### config.mk
export PLATFORM = sky130hd
export DESIGN_NAME = fetch_queue_flat
export DESIGN_NICKNAME = d
export VERILOG_FILES = /design/src/rtl/fetch_queue_if.sv /design/src/rtl/fetch_queue.sv /design/src/flat_wrapper.sv
export SDC_FILE = /design/constraint.sdc
export NUM_CORES = 1
export LEC_CHECK = 0
export CAP_MARGIN = 20
export CELL_PAD_IN_SITES_DETAIL_PLACEMENT = 1
export CELL_PAD_IN_SITES_GLOBAL_PLACEMENT = 2
export CORE_ASPECT_RATIO = 0.6
export CORE_UTILIZATION = 31
export DETAILED_ROUTE_END_ITERATION = 16
export GPL_TIMING_DRIVEN = 0
export PLACE_DENSITY_LB_ADDON = 0.15
export SLEW_MARGIN = 30
export SYNTH_ARGS = -nofsm -noshare
export SYNTH_HDL_FRONTEND = slang
export SYNTH_SLANG_ARGS = --single-unit
export TNS_END_PERCENT = 30
### constraint.sdc
create_clock -name clk -period 4.5 [get_ports clk]
set_input_delay 0.9 -clock clk [delete_from_list [all_inputs] [get_ports clk]]
set_output_delay 0.9 -clock clk [all_outputs]
set_load 0.005 [all_outputs]
### src/rtl/fetch_queue_if.sv
`default_nettype none
// +--------------------------------------------------------------------------+
// | fetch_queue_if : imem, redirect/halt and decode handshake bundle          |
// | Rev 1.0                                                                   |
// +--------------------------------------------------------------------------+
interface fetch_queue_if #(
  parameter int DATA_W = 16,
  parameter int ADDR_W = 16
);
  logic              imem_req;
  logic [ADDR_W-1:0] imem_addr;
  logic              imem_ack;
  logic [DATA_W-1:0] imem_rdata;
  logic              redirect;
  logic [ADDR_W-1:0] redirect_pc;
  logic              halt;
  logic              instr_valid;
  logic              instr_ready;
  logic [DATA_W-1:0] instr;
  logic [ADDR_W-1:0] instr_pc;
  logic [ADDR_W-1:0] pc_plus;
  logic              err;

  modport master (
    output imem_req, imem_addr,
    input  imem_ack, imem_rdata,
    input  redirect, redirect_pc, halt,
    output instr_valid,
    input  instr_ready,
    output instr, instr_pc, pc_plus, err
  );

  modport slave (
    input  imem_req, imem_addr,
    output imem_ack, imem_rdata,
    output redirect, redirect_pc, halt,
    input  instr_valid,
    output instr_ready,
    input  instr, instr_pc, pc_plus, err
  );
endinterface
`default_nettype wire

### src/rtl/fetch_queue.sv
`default_nettype none
// +--------------------------------------------------------------------------+
// | fetch_queue : fetch PC owner, single-outstanding imem requester and      |
// |               DEPTH-entry instruction queue feeding decode. Rev 1.0      |
// +--------------------------------------------------------------------------+
module fetch_queue #(
  parameter int                DATA_W   = 16,
  parameter int                ADDR_W   = 16,
  parameter int                DEPTH    = 4,
  parameter logic [ADDR_W-1:0] RESET_PC = '0,
  parameter int                PC_INC   = 2
) (
  input  logic          clk,
  input  logic          rst,
  fetch_queue_if.master io_fq
);
  localparam int                 c_PTR_W = $clog2(DEPTH);
  localparam int                 c_CNT_W = c_PTR_W + 1;
  localparam logic [ADDR_W-1:0]  c_INC   = ADDR_W'(PC_INC);
  localparam logic [c_CNT_W-1:0] c_DEPTH = c_CNT_W'(DEPTH);

  typedef enum logic [1:0] {
    S_IDLE   = 2'd0,
    S_REQ    = 2'd1,
    S_DRAIN  = 2'd2,
    S_HALTED = 2'd3
  } state_t;

  state_t             r_state, w_state_next;
  logic [ADDR_W-1:0]  r_fpc, w_fpc_next, r_addr;
  logic               r_req, r_halted, r_err;
  logic [DATA_W-1:0]  r_qdata [DEPTH];
  logic [ADDR_W-1:0]  r_qpc   [DEPTH];
  logic [c_PTR_W-1:0] r_wptr, r_rptr;
  logic [c_CNT_W-1:0] r_count, w_count_next;
  logic               w_valid, w_push, w_pop, w_halted, w_credit, w_issue, w_misalign;

  assign w_valid    = (r_count != '0);
  assign w_push     = (r_state == S_REQ) & io_fq.imem_ack & ~io_fq.redirect;
  assign w_pop      = w_valid & io_fq.instr_ready & ~io_fq.redirect;
  assign w_halted   = r_halted | io_fq.halt;
  assign w_misalign = ((32'(io_fq.redirect_pc) % PC_INC) != 0);

  // Credit is judged on the post-update count, so the request issued now
  // always has a free slot waiting for it when it returns.
  assign w_count_next = io_fq.redirect ? '0
                      : r_count + c_CNT_W'(w_push) - c_CNT_W'(w_pop);
  assign w_credit     = (w_count_next < c_DEPTH);

  always_comb begin
    w_fpc_next = r_fpc;
    if (io_fq.redirect)
      w_fpc_next = io_fq.redirect_pc;
    else if (w_push)
      w_fpc_next = r_fpc + c_INC;
  end

  always_comb begin
    w_state_next = r_state;
    w_issue      = 1'b0;
    case (r_state)
      S_IDLE: begin
        if (io_fq.redirect) begin
          w_state_next = S_IDLE;
        end else if (w_halted) begin
          w_state_next = S_HALTED;
        end else if (w_credit) begin
          w_state_next = S_REQ;
          w_issue      = 1'b1;
        end
      end
      S_REQ, S_DRAIN: begin
        if (io_fq.imem_ack) begin
          if (io_fq.redirect) begin
            w_state_next = S_IDLE;
          end else if (w_halted) begin
            w_state_next = S_HALTED;
          end else if (w_credit) begin
            w_state_next = S_REQ;
            w_issue      = 1'b1;
          end else begin
            w_state_next = S_IDLE;
          end
        end else if (io_fq.redirect) begin
          w_state_next = S_DRAIN;
        end
      end
      S_HALTED: begin
        if (io_fq.redirect)
          w_state_next = S_IDLE;
      end
      default: w_state_next = S_IDLE;
    endcase
  end

  always_ff @(posedge clk) begin
    if (!rst) begin
      r_state  <= S_IDLE;
      r_fpc    <= RESET_PC;
      r_addr   <= RESET_PC;
      r_req    <= 1'b0;
      r_halted <= 1'b0;
      r_err    <= 1'b0;
      r_count  <= '0;
      r_wptr   <= '0;
      r_rptr   <= '0;
    end else begin
      r_state  <= w_state_next;
      r_fpc    <= w_fpc_next;
      r_req    <= (w_state_next == S_REQ) || (w_state_next == S_DRAIN);
      if (w_issue)
        r_addr <= w_fpc_next;
      r_halted <= ~io_fq.redirect & w_halted;
      // Stray acks are only flagged; their data never reaches the queue.
      r_err    <= r_err | (io_fq.imem_ack & ~r_req) | (io_fq.redirect & w_misalign);
      r_count  <= w_count_next;
      if (io_fq.redirect) begin
        r_wptr <= '0;
        r_rptr <= '0;
      end else begin
        if (w_push)
          r_wptr <= r_wptr + 1'b1;
        if (w_pop)
          r_rptr <= r_rptr + 1'b1;
      end
    end
  end

  always_ff @(posedge clk) begin
    if (w_push) begin
      r_qdata[r_wptr] <= io_fq.imem_rdata;
      r_qpc[r_wptr]   <= r_fpc;
    end
  end

  assign io_fq.imem_req    = r_req;
  assign io_fq.imem_addr   = r_addr;
  assign io_fq.err         = r_err;
  assign io_fq.instr_valid = w_valid;
  assign io_fq.instr       = w_valid ? r_qdata[r_rptr] : '0;
  assign io_fq.instr_pc    = w_valid ? r_qpc[r_rptr] : '0;
  assign io_fq.pc_plus     = w_valid ? (r_qpc[r_rptr] + c_INC) : '0;
endmodule
`default_nettype wire

### src/flat_wrapper.sv
// flat-port wrapper written by rule: the top's interface ports become plain ports
module fetch_queue_flat 
#(
  parameter int                DATA_W   = 16,
  parameter int                ADDR_W   = 16,
  parameter int                DEPTH    = 4,
  parameter logic [ADDR_W-1:0] RESET_PC = '0,
  parameter int                PC_INC   = 2
)
  (clk, rst, io_fq_imem_req, io_fq_imem_addr, io_fq_imem_ack, io_fq_imem_rdata, io_fq_redirect, io_fq_redirect_pc, io_fq_halt, io_fq_instr_valid, io_fq_instr_ready, io_fq_instr, io_fq_instr_pc, io_fq_pc_plus, io_fq_err);
  fetch_queue_if #(.DATA_W(DATA_W), .ADDR_W(ADDR_W)) io_fq_i ();
  input  logic clk;
  input  logic rst;
  output wire logic [$bits(io_fq_i.imem_req)-1:0] io_fq_imem_req;
  output wire logic [$bits(io_fq_i.imem_addr)-1:0] io_fq_imem_addr;
  input wire logic [$bits(io_fq_i.imem_ack)-1:0] io_fq_imem_ack;
  input wire logic [$bits(io_fq_i.imem_rdata)-1:0] io_fq_imem_rdata;
  input wire logic [$bits(io_fq_i.redirect)-1:0] io_fq_redirect;
  input wire logic [$bits(io_fq_i.redirect_pc)-1:0] io_fq_redirect_pc;
  input wire logic [$bits(io_fq_i.halt)-1:0] io_fq_halt;
  output wire logic [$bits(io_fq_i.instr_valid)-1:0] io_fq_instr_valid;
  input wire logic [$bits(io_fq_i.instr_ready)-1:0] io_fq_instr_ready;
  output wire logic [$bits(io_fq_i.instr)-1:0] io_fq_instr;
  output wire logic [$bits(io_fq_i.instr_pc)-1:0] io_fq_instr_pc;
  output wire logic [$bits(io_fq_i.pc_plus)-1:0] io_fq_pc_plus;
  output wire logic [$bits(io_fq_i.err)-1:0] io_fq_err;
  assign io_fq_imem_req = io_fq_i.imem_req;
  assign io_fq_imem_addr = io_fq_i.imem_addr;
  assign io_fq_i.imem_ack = io_fq_imem_ack;
  assign io_fq_i.imem_rdata = io_fq_imem_rdata;
  assign io_fq_i.redirect = io_fq_redirect;
  assign io_fq_i.redirect_pc = io_fq_redirect_pc;
  assign io_fq_i.halt = io_fq_halt;
  assign io_fq_instr_valid = io_fq_i.instr_valid;
  assign io_fq_i.instr_ready = io_fq_instr_ready;
  assign io_fq_instr = io_fq_i.instr;
  assign io_fq_instr_pc = io_fq_i.instr_pc;
  assign io_fq_pc_plus = io_fq_i.pc_plus;
  assign io_fq_err = io_fq_i.err;
  fetch_queue #(.DATA_W(DATA_W), .ADDR_W(ADDR_W), .DEPTH(DEPTH), .RESET_PC(RESET_PC), .PC_INC(PC_INC)) u_core (.clk(clk), .rst(rst), .io_fq(io_fq_i));
endmodule
==> results of run 1 <==
==> state kept, by name, indices dropped and copies added, names as in the netlist, named ones only <==
name,count
u_core.io_fq.err,1
u_core.r_wptr,2
u_core.io_fq.imem_addr,16
u_core.r_halted,1
u_core.io_fq.imem_req,1
u_core.r_qpc,64
u_core.r_qdata,64
u_core.r_rptr,2
u_core.r_fpc,16
u_core.r_count,3
u_core.r_state,2
==> path summary, 6_finish.rpt <==
| kind | start | end | slack, ps |
|---|---|---|---|
| max | flop | io_fq_pc_plus[15] | 230 |
| min | u_core.io_fq.imem_addr[5]$_SDFFE_PN0P_ | u_core.io_fq.imem_addr[5]$_SDFFE_PN0P_ | 480 |
| max reg2reg | u_core.r_count[1]$_SDFF_PP0_ | u_core.io_fq.imem_addr[4]$_SDFFE_PN0P_ | 670 |
| min reg2reg | u_core.io_fq.imem_addr[5]$_SDFFE_PN0P_ | u_core.io_fq.imem_addr[5]$_SDFFE_PN0P_ | 480 |
==> per-layer routing <==
layer | vias up | routed length (µm) | GRT usage, %
met3 | 17 | 867 | 3.264
met2 | 96 | 7972 | 23.82
met5 | - | 0 | 0
met1 | 2285 | 9684 | 23.22
met4 | 0 | 206 | 5.639
li1 | 2142 | - | -
==> synth_stat cells, drive strengths merged (3+ instances only) <==
library cell | count | area [µm²]
a21oi | 18 | 90.09
and2 | 38 | 237.7
and3 | 3 | 18.77
buf | 11 | 96.33
clkbuf | 14 | 52.55
dfxtp | 46 | 920.9
edfxtp | 128 | 3844
ha | 12 | 150.1
inv | 17 | 63.81
mux2i | 8 | 80.08
mux4 | 32 | 732.0
nand2 | 20 | 77.58
nand2b | 7 | 43.79
nand3 | 7 | 72.57
nand4 | 7 | 43.79
nor2 | 51 | 191.4
nor2b | 3 | 18.77
nor3 | 8 | 56.31
nor4 | 9 | 90.09
o211a | 3 | 30.03
o211ai | 3 | 22.52
o21ai | 20 | 100.1
xnor2 | 13 | 113.9
xor2 | 14 | 122.6
==> cell families (layout without fill, tap and decap cells) <==
kind of cell	after synthesis	count (layout)	synth area share (%)
AOI/OAI and AO/OA	53	53	4.230
adders and majority gates	13	13	2.283
DFF	174	174	63.91
buffers and inverters	42	180	2.853
muxes	42	42	11.30
and+or+nand+nor	158	158	11.93
xor gates and xnor gates	28	28	3.491
==> cell type report <==
class	instances	area, µm²
clock inverter	15	175.2
sequential	174	4765
timing repair buffer	106	1109
buffer	25	150.1
clock buffer	17	425.4
inverter	17	63.81
multi-input combinational	294	2482
fill	2430	13790
tap	315	394.1
==> through the flow <==
stage,cell area [µm²],cells,power (W),setup WS (ps)
detailed placement,8962,931,0.002022,-332.2
finish,9564,963,0.003476,231.5
global route,9564,963,0.003592,95.51
global placement,8870,927,0.002015,-233.4
CTS,9563,963,0.003521,129.0
floorplan,7455,510,0.001900,1096
==> tightest hold or removal path, cell delays in order (launching register included) <==
cell and delay (ps):
dfxtp_1 320, nand2b_1 60, a21oi_1 60
==> power by group through the flow <==
stage / clock, W / sequential [W] / combinational, W
global route: 0.00158 / 0.00179 / 0.000222
CTS: 0.00153 / 0.00178 / 0.000205
detailed placement: 0 / 0.00182 / 0.000202
floorplan: 0 / 0.00181 / 0.0000922
finish: 0.00149 / 0.00178 / 0.000202
global placement: 0 / 0.00182 / 0.000198
==> metrics.txt, run 1 <==
critical-path maximum fanout=10; most frequent cells in the layout=edfxtp_1, clkdlybuf4s50_1, nor2_1; CTS tree=done; total CTS buffers=17; Comb power frac=5.8%; minimum clock period=4269 ps; synthesized cell area=0.007455 mm²; Clk pwr share=42.9%; crit path max-delay cell type=mux4_2; critical path class=flop to primary output; switching power=0.0008290 W; Seq/Total Area, Yosys=63.91%; CTS Hold Buffers Added=0; Post-synth EDFFs=around 130; core box area=about 0.023 mm²; Int Power=around 0.0026 W; CP Launch Type=flop; Gate Count Post-Synth=between 500 and 600; H-tree depth=4; Die Y-Extent=122.1 µm; GPL Wtd Cong=0.7674; initial antenna violation count=0; post-synth net total=561; port buffer count=102; YS warnings=0; Die W=202.2 µm; prevailing post-synth register cell=edfxtp_1; final max-slew violation count=0; status=completed; worst-skew pair later-pin latency=approximately 430 ps; peak supply drop=300.8 µV; Syn Area/Cell=about 15 µm²; Root Buffer=clkbuf_16; Hold WS=approximately 480 ps; final count of hold timing violations=0; gr usage total=16.04%; Tcrit/Tclk final=94.86%; IO Pins=105; post-route setup TNS=0 ps; CP endpoint kind=primary output; nets@finish=686; worst path bufs/invs=3; routed vias/inst=4.714; largest net degree at the start of global routing=22; reg2reg path depth=12; endpoints failing setup=0; GRT Residual Overflow=0; switching fraction of total power=a little under a quarter; Critical Path AT=3370 ps; layout cells sized above 1=14.35%; Post-Route Utilization=40.96%; max_slew headroom=52.44%; Worst Tran Pin Value=713.4 ps; Slowest Stage Delay on Critical Path=between 600 and 700 ps; Routed Antenna Nets=0; CP Cell Sequence=buf_6, buf_12, mux4_2, ha_1, nand2b_1, o22a_1, nor3_4, nand3_1, mux2_4, clkdlybuf4s50_1; die area=0.02469 mm²; iteration count of the initial detailed-routing pass=6; Async SR Flop Fraction=0%; worst path required time=3600 ps; Clock Sinks=174; RSZ-0062 raised after global routing=false; detailed router's first-iteration violation count=277; fmax=approximately 230 MHz; num rows=43; Clock Tree Buf Depth=2; Yosys cell types=50; initial core utilization=31.93%; Area growth syn-to-layout=28.30%; Levels on crit path=10; Hold Crit Class=flop to flop; P_leak=3.225 nW; Max-cap violations=0; Hold Path Depth=2; Post-DP HPWL=approximately 14 mm; Top Family by Delay on Critical Path=multiplexers; register bit total from synthesis=174; clock skew=9.712 ps; commonest non-fill, non-tap cell in the layout=edfxtp_1; final WL=around 19 mm; PwrDens=363.4 mW/mm²; register share of total power=around 51%; routed via count=4540; Post-CTS Resized=0; # diodes=0; first-pass GRT wire length=28.86 mm; Clk pin slew, worst setup/hold paths=about 80 ps; DR WL/cell=a little under 20 µm; postcts setup bufs=0; vias in the first global route=just under 5000; DRC=0
Power figures use the tool's default switching activity.
==> run 2: changes to the inputs <==
Settings changed: RECOVER_POWER set to 25.
==> run 2 against run 1 <==
Against the previous run: critical path depth unchanged; wire length up 0.12%; via count up 0.11%; count of clock-buffer cells in the layout unchanged; cell area unchanged; sequential share of layout area unchanged; hold slack about the same; maximum frequency about the same; register-to-register slack about the same; setup slack about the same; critical path type unchanged; critical endpoint unchanged; highest routed layer unchanged.
==> metrics.txt, run 2 (synthesis results as in run 1) <==
Worst Tran Pin Value=713.6 ps (+0.2589 ps); HP Start=u_core.io_fq.imem_addr[5]$_SDFFE_PN0P_; DRC=0 (unchanged); final max-slew violation count=0 (unchanged); commonest non-fill, non-tap cell in the layout=edfxtp_1; post-route setup TNS=0 ps (unchanged); Levels on crit path=10 (unchanged); Max-cap violations=0 (unchanged); routed via count=4545 (+0.11%); max_slew headroom=52.43% (about the same); critical path class=flop to primary output; worst path required time=3600 ps (about the same); die area=0.02469 mm² (unchanged); port buffer count=102 (unchanged); biggest regs=u_core.r_qdata: 64 flops, u_core.r_qpc: 64 flops; # fillers=2430 (unchanged); CP endpoint kind=primary output; crit path max-delay cell type=mux4_2; H-tree depth=4 (unchanged); Multi-input gate area=0.002482 mm² (unchanged); largest net degree at the start of global routing=22 (unchanged); fmax=234.3 MHz (about the same); CP Launch Type=flop; CTS tree=done; GPL Wtd Cong=0.7674 (unchanged); worst path bufs/invs=3 (unchanged); PwrDens=363.1 mW/mm² (about the same); layout cells sized above 1=14.35% (unchanged); status=completed; Reg2Reg Setup Slack=670 ps (about the same); Area growth syn-to-layout=28.30% (unchanged); endpoints failing setup=0 (unchanged); Hold WS=478.2 ps (+0.001000 ps); Top Family by Delay on Critical Path=multiplexers; IO Pins=105 (unchanged); clock skew=9.746 ps (+0.03336 ps); minimum clock period=4269 ps (+0.3300 ps); nets@finish=686 (unchanged); CTS Hold Buffers Added=0 (unchanged); Critical Path End=io_fq_pc_plus[15]; Clk pin slew, worst setup/hold paths=80 ps (about the same); core box area=0.02335 mm² (unchanged); detailed router's first-iteration violation count=277 (unchanged); Crit Reg-Reg Endpoint=u_core.io_fq.imem_addr[4]$_SDFFE_PN0P_; gr usage total=16.04% (unchanged); reg2reg path depth=12 (unchanged); initial antenna violation count=0 (unchanged); Critical Path AT=3370 ps (about the same); worst-skew pair later-pin latency=430 ps (about the same); # diodes=0 (unchanged); vias in the first global route=4878 (unchanged); final count of hold timing violations=0 (unchanged); iteration count of the initial detailed-routing pass=7 (+1); Die W=202.2 µm (unchanged); RSZ-0062 raised after global routing=false; final WL=18.75 mm (+0.12%); peak supply drop=299.8 µV (-0.31%); Post-DP HPWL=13.59 mm (unchanged); CP Cell Sequence=buf_6, buf_12, mux4_2, ha_1, nand2b_1, o22a_1, nor3_4, nand3_1, mux2_4, clkdlybuf4s50_1; initial core utilization=31.93% (unchanged); reg2reg start=u_core.r_count[1]$_SDFF_PP0_; Tcrit/Tclk final=94.86% (about the same); Routed Antenna Nets=0 (unchanged); power consumption=0.003473 W (about the same); routed vias/inst=4.720 (+0.11%); Clock Tree Buf Depth=2 (unchanged); P_leak=3.227 nW (about the same); Slowest Stage Delay on Critical Path=620 ps (about the same); first-pass GRT wire length=28.86 mm (unchanged); Clock Sinks=174 (unchanged); critical-path maximum fanout=10 (unchanged); Die Y-Extent=122.1 µm (unchanged); Root Buffer=clkbuf_16; Hold Crit Class=flop to flop; total CTS buffers=17 (unchanged); DR WL/cell=19.47 µm (+0.12%); Reg area=0.004765 mm² (unchanged); most frequent cells in the layout=edfxtp_1, clkdlybuf4s50_1, nor2_1; GRT Residual Overflow=0 (unchanged); num rows=43 (unchanged)
[run 2: how the worst min path moves through the flow]
| stage | end | slack (ps) | cells past startpoint |
|---|---|---|---|
| CTS | u_core.io_fq.imem_addr[5]$_SDFFE_PN0P_ | 480 | 2 |
| global route | u_core.io_fq.imem_addr[7]$_SDFFE_PN0P_ | 520 | 2 |
| floorplan | u_core.r_qpc[0][0]$_DFFE_PP_ | 460 | 0 |
| detailed placement | u_core.io_fq.imem_addr[5]$_SDFFE_PN0P_ | 470 | 2 |
| global placement | u_core.io_fq.err$_SDFF_PN0_ | 460 | 2 |
| finish | u_core.io_fq.imem_addr[5]$_SDFFE_PN0P_ | 480 | 2 |
[run 2: stage by stage]
step	utilization [%]	setup WS [ps]	instances	instance area [µm²]
finish	40.96	231.1	963	9564
global route	40.96	95.51	963	9564
CTS	40.95	129.0	963	9563
detailed placement	38.38	-332.2	931	8962
global placement	37.99	-233.4	927	8870
floorplan	-	1096	510	7455
[run 2: area by class of cell]
| cell class | instances | area share [%] |
|---|---|---|
| flip-flops and latches | 174 | 49.82 |
| multi-input cells | 294 | 25.95 |
| repair buffers | 106 | 11.59 |
| clock buffers | 17 | 4.448 |
| well taps | 315 | 4.121 |
| clock inverters | 15 | 1.832 |
| plain buffers | 25 | 1.570 |
| inverters | 17 | 0.6672 |
[run 2: layer usage]
metal	part of all wire (%)	track usage, %	up-vias	wire length, µm
li1	-	-	2141	-
met1	52	23.22	2292	9696
met2	43	23.82	97	8017
met3	4.6	3.264	15	863
met4	0.94	5.639	0	176
met5	0	0	-	0
[run 2: worst register-to-register path: cells and delay by family, from the launching register on]
kind            cells  cell delay [ps]
buf+inv             3              680
flops               1              350
fa+ha+maj           3              880
simple gates        3             1160
compound gates      2              400
xor+xnor            1              300
[run 2: repair_timing]
action / CTS / global route
buffers inserted: 0 / 0
setup endpoints to repair: 0 / 12
gates resized for setup: 0 / 1
[run 2: power breakdown]
part	switching (W)	internal [W]	total, W	leakage (nW)
clock	0.000693	0.000795	0.00149	0.288
sequential	0.0000337	0.00175	0.00178	1.54
combinational	0.000100	0.000100	0.000201	1.40
total	0.000828	0.00265	0.00347	3.23
==> run 3: changes to the inputs <==
Settings changed: TNS_END_PERCENT 30 to unset.
==> results of run 3 <==
Final layout, timing and power as in run 2 (identical DEF).
